--- src/rtl/ps2_pkg.sv ---
// PS/2 host transmitter shared types and constants.
// State encoding, command bytes and default timing.
package ps2_pkg;

  typedef enum logic [2:0] {
    S_IDLE,
    S_INHIBIT,
    S_RTS,
    S_SHIFT,
    S_ACK,
    S_WAIT_IDLE
  } ps2_state_t;

  localparam logic [7:0] CMD_LED    = 8'hED;
  localparam logic [7:0] CMD_ENABLE = 8'hF4;
  localparam logic [7:0] CMD_RESET  = 8'hFF;
  localparam logic [7:0] DEV_ACK    = 8'hFA;

  localparam int DEF_INHIBIT_CYCLES = 5000;
  localparam int DEF_RTS_CYCLES     = 10;
  localparam int DEF_TIMEOUT_CYCLES = 750000;

  localparam int CNT_W = 20;

  // {stop, odd parity, data, start}; bit 0 goes out first
  function automatic logic [10:0] ps2_frame(
    input logic [7:0] d
  );
    return {1'b1, ~^d, d, 1'b0};
  endfunction

endpackage

--- src/rtl/ps2_host_tx_sync.sv ---
// Two-flop pad synchronizer with a registered
// falling-edge strobe.
module ps2_host_tx_sync (
  input  logic CLOCK_50,
  input  logic reset,
  input  logic pin,
  output logic sync,
  output logic fall
);

  logic s1;
  logic prev;

  // idle bus reads high, so the chain resets to 1
  always_ff @(posedge CLOCK_50) begin
    if (reset) begin
      s1   <= 1'b1;
      sync <= 1'b1;
      prev <= 1'b1;
      fall <= 1'b0;
    end else begin
      s1   <= pin;
      sync <= s1;
      prev <= sync;
      fall <= prev & ~sync;
    end
  end

endmodule

--- src/rtl/ps2_host_tx.sv ---
// PS/2 host-to-device transmitter: inhibit, RTS,
// shift out on device clock falls, check ACK.
module ps2_host_tx
  import ps2_pkg::*;
#(
  parameter int INHIBIT_CYCLES = DEF_INHIBIT_CYCLES,
  parameter int RTS_CYCLES     = DEF_RTS_CYCLES,
  parameter int TIMEOUT_CYCLES = DEF_TIMEOUT_CYCLES
) (
  input  logic       CLOCK_50,
  input  logic       reset,
  input  logic [7:0] send_data,
  input  logic       send_req,
  output logic       busy,
  output logic       done,
  output logic       error,
  input  logic       ps2_clk_in,
  input  logic       ps2_dat_in,
  output logic       ps2_clk_oe,
  output logic       ps2_dat_oe
);

  localparam logic [CNT_W-1:0] INH_LAST =
    CNT_W'(INHIBIT_CYCLES - 1);
  localparam logic [CNT_W-1:0] RTS_LAST =
    CNT_W'(RTS_CYCLES - 1);
  localparam logic [CNT_W-1:0] TMO_LAST =
    CNT_W'(TIMEOUT_CYCLES - 1);

  ps2_state_t       state_q;
  ps2_state_t       state_d;
  logic [10:0]      shreg;
  logic [3:0]       bitcnt;
  logic [CNT_W-1:0] cnt;
  logic             dat_oe_q;
  logic             done_q;
  logic             error_q;

  logic clk_s;
  logic clk_fall;
  logic dat_s;
  logic dat_fall_unused;

  logic load;
  logic shift;
  logic cnt_clr;
  logic rts_enter;
  logic shift_enter;
  logic done_d;
  logic error_d;
  logic tmo;

  ps2_host_tx_sync u_clk_sync (
    .CLOCK_50 (CLOCK_50),
    .reset    (reset),
    .pin      (ps2_clk_in),
    .sync     (clk_s),
    .fall     (clk_fall)
  );

  ps2_host_tx_sync u_dat_sync (
    .CLOCK_50 (CLOCK_50),
    .reset    (reset),
    .pin      (ps2_dat_in),
    .sync     (dat_s),
    .fall     (dat_fall_unused)
  );

  assign tmo = (cnt == TMO_LAST);

  // next-state and per-cycle control strobes
  always_comb begin
    state_d     = state_q;
    load        = 1'b0;
    shift       = 1'b0;
    cnt_clr     = 1'b0;
    rts_enter   = 1'b0;
    shift_enter = 1'b0;
    done_d      = 1'b0;
    error_d     = 1'b0;
    unique case (state_q)
      S_IDLE: begin
        if (send_req) begin
          state_d = S_INHIBIT;
          load    = 1'b1;
          cnt_clr = 1'b1;
        end
      end
      S_INHIBIT: begin
        if (cnt == INH_LAST) begin
          state_d   = S_RTS;
          cnt_clr   = 1'b1;
          rts_enter = 1'b1;
        end
      end
      S_RTS: begin
        if (cnt == RTS_LAST) begin
          state_d     = S_SHIFT;
          cnt_clr     = 1'b1;
          shift_enter = 1'b1;
        end
      end
      S_SHIFT: begin
        if (clk_fall) begin
          shift   = 1'b1;
          cnt_clr = 1'b1;
          if (bitcnt == 4'd9) state_d = S_ACK;
        end else if (tmo) begin
          error_d = 1'b1;
          state_d = S_IDLE;
        end
      end
      S_ACK: begin
        if (clk_fall) begin
          cnt_clr = 1'b1;
          if (dat_s) begin
            error_d = 1'b1;
            state_d = S_IDLE;
          end else begin
            state_d = S_WAIT_IDLE;
          end
        end else if (tmo) begin
          error_d = 1'b1;
          state_d = S_IDLE;
        end
      end
      S_WAIT_IDLE: begin
        if (clk_s && dat_s) begin
          done_d  = 1'b1;
          state_d = S_IDLE;
        end else if (tmo) begin
          error_d = 1'b1;
          state_d = S_IDLE;
        end
      end
      default: state_d = S_IDLE;
    endcase
  end

  // state, datapath and pulse registers
  always_ff @(posedge CLOCK_50) begin
    if (reset) begin
      state_q  <= S_IDLE;
      shreg    <= '0;
      bitcnt   <= '0;
      cnt      <= '0;
      dat_oe_q <= 1'b0;
      done_q   <= 1'b0;
      error_q  <= 1'b0;
    end else begin
      state_q <= state_d;
      done_q  <= done_d;
      error_q <= error_d;
      if (cnt_clr || state_q == S_IDLE)
        cnt <= '0;
      else
        cnt <= cnt + 1'b1;
      if (load)
        shreg <= ps2_frame(send_data);
      else if (shift)
        shreg <= {1'b1, shreg[10:1]};
      if (shift_enter)
        bitcnt <= '0;
      else if (shift)
        bitcnt <= bitcnt + 1'b1;
      if (rts_enter)
        dat_oe_q <= ~shreg[0];
      else if (shift)
        dat_oe_q <= ~shreg[1];
      else if (state_d == S_IDLE)
        dat_oe_q <= 1'b0;
    end
  end

  assign busy       = (state_q != S_IDLE);
  assign done       = done_q;
  assign error      = error_q;
  assign ps2_clk_oe = (state_q == S_INHIBIT) ||
                      (state_q == S_RTS);
  assign ps2_dat_oe = dat_oe_q;

endmodule

--- config.mk ---
export PLATFORM = sky130hd
export DESIGN_NAME = ps2_host_tx
export DESIGN_NICKNAME = d
export VERILOG_FILES = /design/src/rtl/ps2_pkg.sv /design/src/rtl/ps2_host_tx_sync.sv /design/src/rtl/ps2_host_tx.sv
export SDC_FILE = /design/constraint.sdc
export NUM_CORES = 1
export LEC_CHECK = 0
export CAP_MARGIN = 15
export CORE_MARGIN = 4
export CORE_UTILIZATION = 52
export DETAILED_ROUTE_END_ITERATION = 6
export GPL_TIMING_DRIVEN = 0
export HOLD_SLACK_MARGIN = 0.02
export PLACE_DENSITY_LB_ADDON = 0.05
export SLEW_MARGIN = 10
export SYNTH_ARGS = -nofsm -noshare
export SYNTH_HDL_FRONTEND = slang
export SYNTH_HIERARCHICAL = 1
export SYNTH_SLANG_ARGS = --single-unit
export TNS_END_PERCENT = 100
--- constraint.sdc ---
create_clock -name CLOCK_50 -period 2.1 [get_ports CLOCK_50]
set_clock_uncertainty 0.1 [all_clocks]
set_input_delay 0.21 -clock CLOCK_50 [delete_from_list [all_inputs] [get_ports CLOCK_50]]
set_output_delay 0.21 -clock CLOCK_50 [all_outputs]
set_load 0.02 [all_outputs]
==> metrics.yaml <==
finalHoldViolations: 0
r2r-start: "cnt[1]"
status: "finished, final reports clean"
grt_pass1_vias: 1811
setup_slack_ns: 0.0636
cts_buffers: 5
finalSetupTns_ns: 0
antenna_cells: 0
clock_sinks: 47
worstHoldPathType: "reg2reg"
synth_nets: 295
ys_warn_count: 6
vias_per_cell: 5.61
r2r_end: "ps2_dat_oe"
final_cell_area_um2: 2780
wl_per_cell_um: 13.6
syn_area_um2: 2320
coreArea_um2: 4320
layout_common_cells: "51 x nor2_1, 41 x dfxtp_1, 33 x nand2_1, 16 x clkdlybuf4s50_1, 15 x xnor2_1"
path_clk_slew_ns: 0.08
ant_nets: 0
critPathLaunchType: "register"
critPathArrivalTime_ns: 2.12
rr_worst_depth: 6
synthCells: 278
grt_overflow_total: 0
worst_ir_drop_vdd_mv: 0.324
nets: 321
power.leakage_nw: 1.00
grt_pass1_wl_um: 8160
tightest_slew_ns: 0.513
r2r_slack_ns: 0.06
cts_root_buf: "clkbuf_8"
crit_required_ns: 2.18
dpl.cell_count: 347
htreeDepth: 2
swShare_pct: 23.7
drt_iter0_markers: 70
end_kind: "register"
clk_latency_ns: 0.30
period_minus_slack_ns: 2.04
dp_slack_ns: -0.218
wl_met3_um: 188
grt_usage_pct: 18.7
fp.dieW_um: 74.8
fillCellCount: 398
drive_gt1_share_pct: 13.2
place.gp.congestion: 0.889
hold_path_depth: 1
p_per_area_nw_per_um2: 591
synth_area_per_cell_um2: 8.34
clock_path_buffers: 2
highest_layer: "met4"
dpl_cell_area_um2: 2560
die_area_um2: 5590
setup_viol: 0
period_share_pct: 97.0
p_sw_w: 0.000388
clockPowerShare_pct: 33.7
drt-met1-wl_um: 2180
pwr-share-seq_pct: 56.8
dr_wl_met2_um: 2360
p_int_w: 0.00125
holdPathEnd: "u_clk_sync/sync"
portBuffers: 17
slew_violations: 0
rsz0062_at_grt: "true"
layout_commonest_cell: "nor2_1"
max_freq_mhz: 491
drc: 0
maxCapViolCount: 0
firstDrtPassIters: 4
worst-path-max-fanout: 4
combinationalPowerShare_pct: 9.5
grt_antenna_before_repair: 0
power_w: 0.00164
path_class: "reg2reg"
dp_hpwl_um: 3500
die_y_um: 74.8
rows: 24
grt_start_max_net_pins: 14
via_count: 1996
max_slew_margin_pct: 65.5
routed_wl_um: 4830
area_growth_pct: 19.6
boundaryPins: 18
final_cell_count_no_fill: 356
initial_utilization_pct: 53.6
min_from: "u_clk_sync/s1"
cts_tree: "done"
==> power groups by stage <==
| stage | Combinational [W] | Sequential, W | Clock, W |
|---|---|---|---|
| after floorplan | 0.0000953 | 0.000949 | 0 |
| after global routing | 0.000173 | 0.000935 | 0.000606 |
| final | 0.000156 | 0.000932 | 0.000552 |
| after CTS | 0.000154 | 0.000932 | 0.000571 |
| after global placement | 0.000147 | 0.000953 | 0 |
| after detailed placement | 0.000149 | 0.000953 | 0 |
==> layout make-up <==
class / instances / area [µm²] / area share (%)
Buffer: 14 / 97.6 / 3.52
Clock buffer: 6 / 82.6 / 2.98
Clock inverter: 1 / 5.00 / 0.180
Inverter: 7 / 26.3 / 0.947
Multi-Input combinational cell: 209 / 1350 / 48.6
Sequential cell: 47 / 953 / 34.4
Tap cell: 52 / 65.1 / 2.34
Timing Repair Buffer: 20 / 195 / 7.03
==> critical path, stage by stage (launching register included) <==
cell	delay, ns
dfxtp_4	0.37
ha_4	0.16
nand3_4	0.09
or4_4	0.51
o311a_1	0.33
o31ai_2	0.24
o211ai_1	0.11
==> per-layer routing <==
metal  GRT usage [%]  up-vias
li1                -     1011
met1            24.2      935
met2            30.1       40
met3            3.60       10
met4            8.89        0
met5               0        -
==> state kept, by name, summed over array words and instances, names as in the netlist, 3 cells and up <==
name     cells
shreg       11
cnt         20
state_q      3
bitcnt       4
==> worst max-delay path by stage <==
| stage | startpoint | endpoint | slack, ns | cells past startpoint |
|---|---|---|---|---|
| global route | cnt[1] | ps2_dat_oe | -0.01 | 6 |
| finish | cnt[1] | ps2_dat_oe | 0.06 | 6 |
| CTS | state_q[2] | ps2_clk_oe | 0.008 | 3 |
| floorplan | cnt[1] | ps2_dat_oe | 0.005 | 6 |
| detailed placement | cnt[15] | cnt[17] | -0.22 | 6 |
| global placement | cnt[15] | cnt[19] | -0.20 | 6 |
==> metrics by stage <==
step	util [%]	hold WS, ns
finish	64.2	0.313
global route	64.2	0.331
CTS	62.4	0.316
detailed placement	59.2	0.296
global placement	59.2	0.285
floorplan	-	0.186
==> what timing repair did <==
| item | 4_1_cts | 5_1_grt |
|---|---|---|
| endpoints found under the setup margin | 23 | 25 |
| hold buffers | 0 | 0 |
| cloned | 0 | 0 |
| buffers inserted | 2 | 1 |
| hold endpoints to repair | 0 | 0 |
| pin swaps | 4 | 0 |
| resized for setup | 9 | 19 |
No activity file was read; power rests on OpenSTA's default activity.
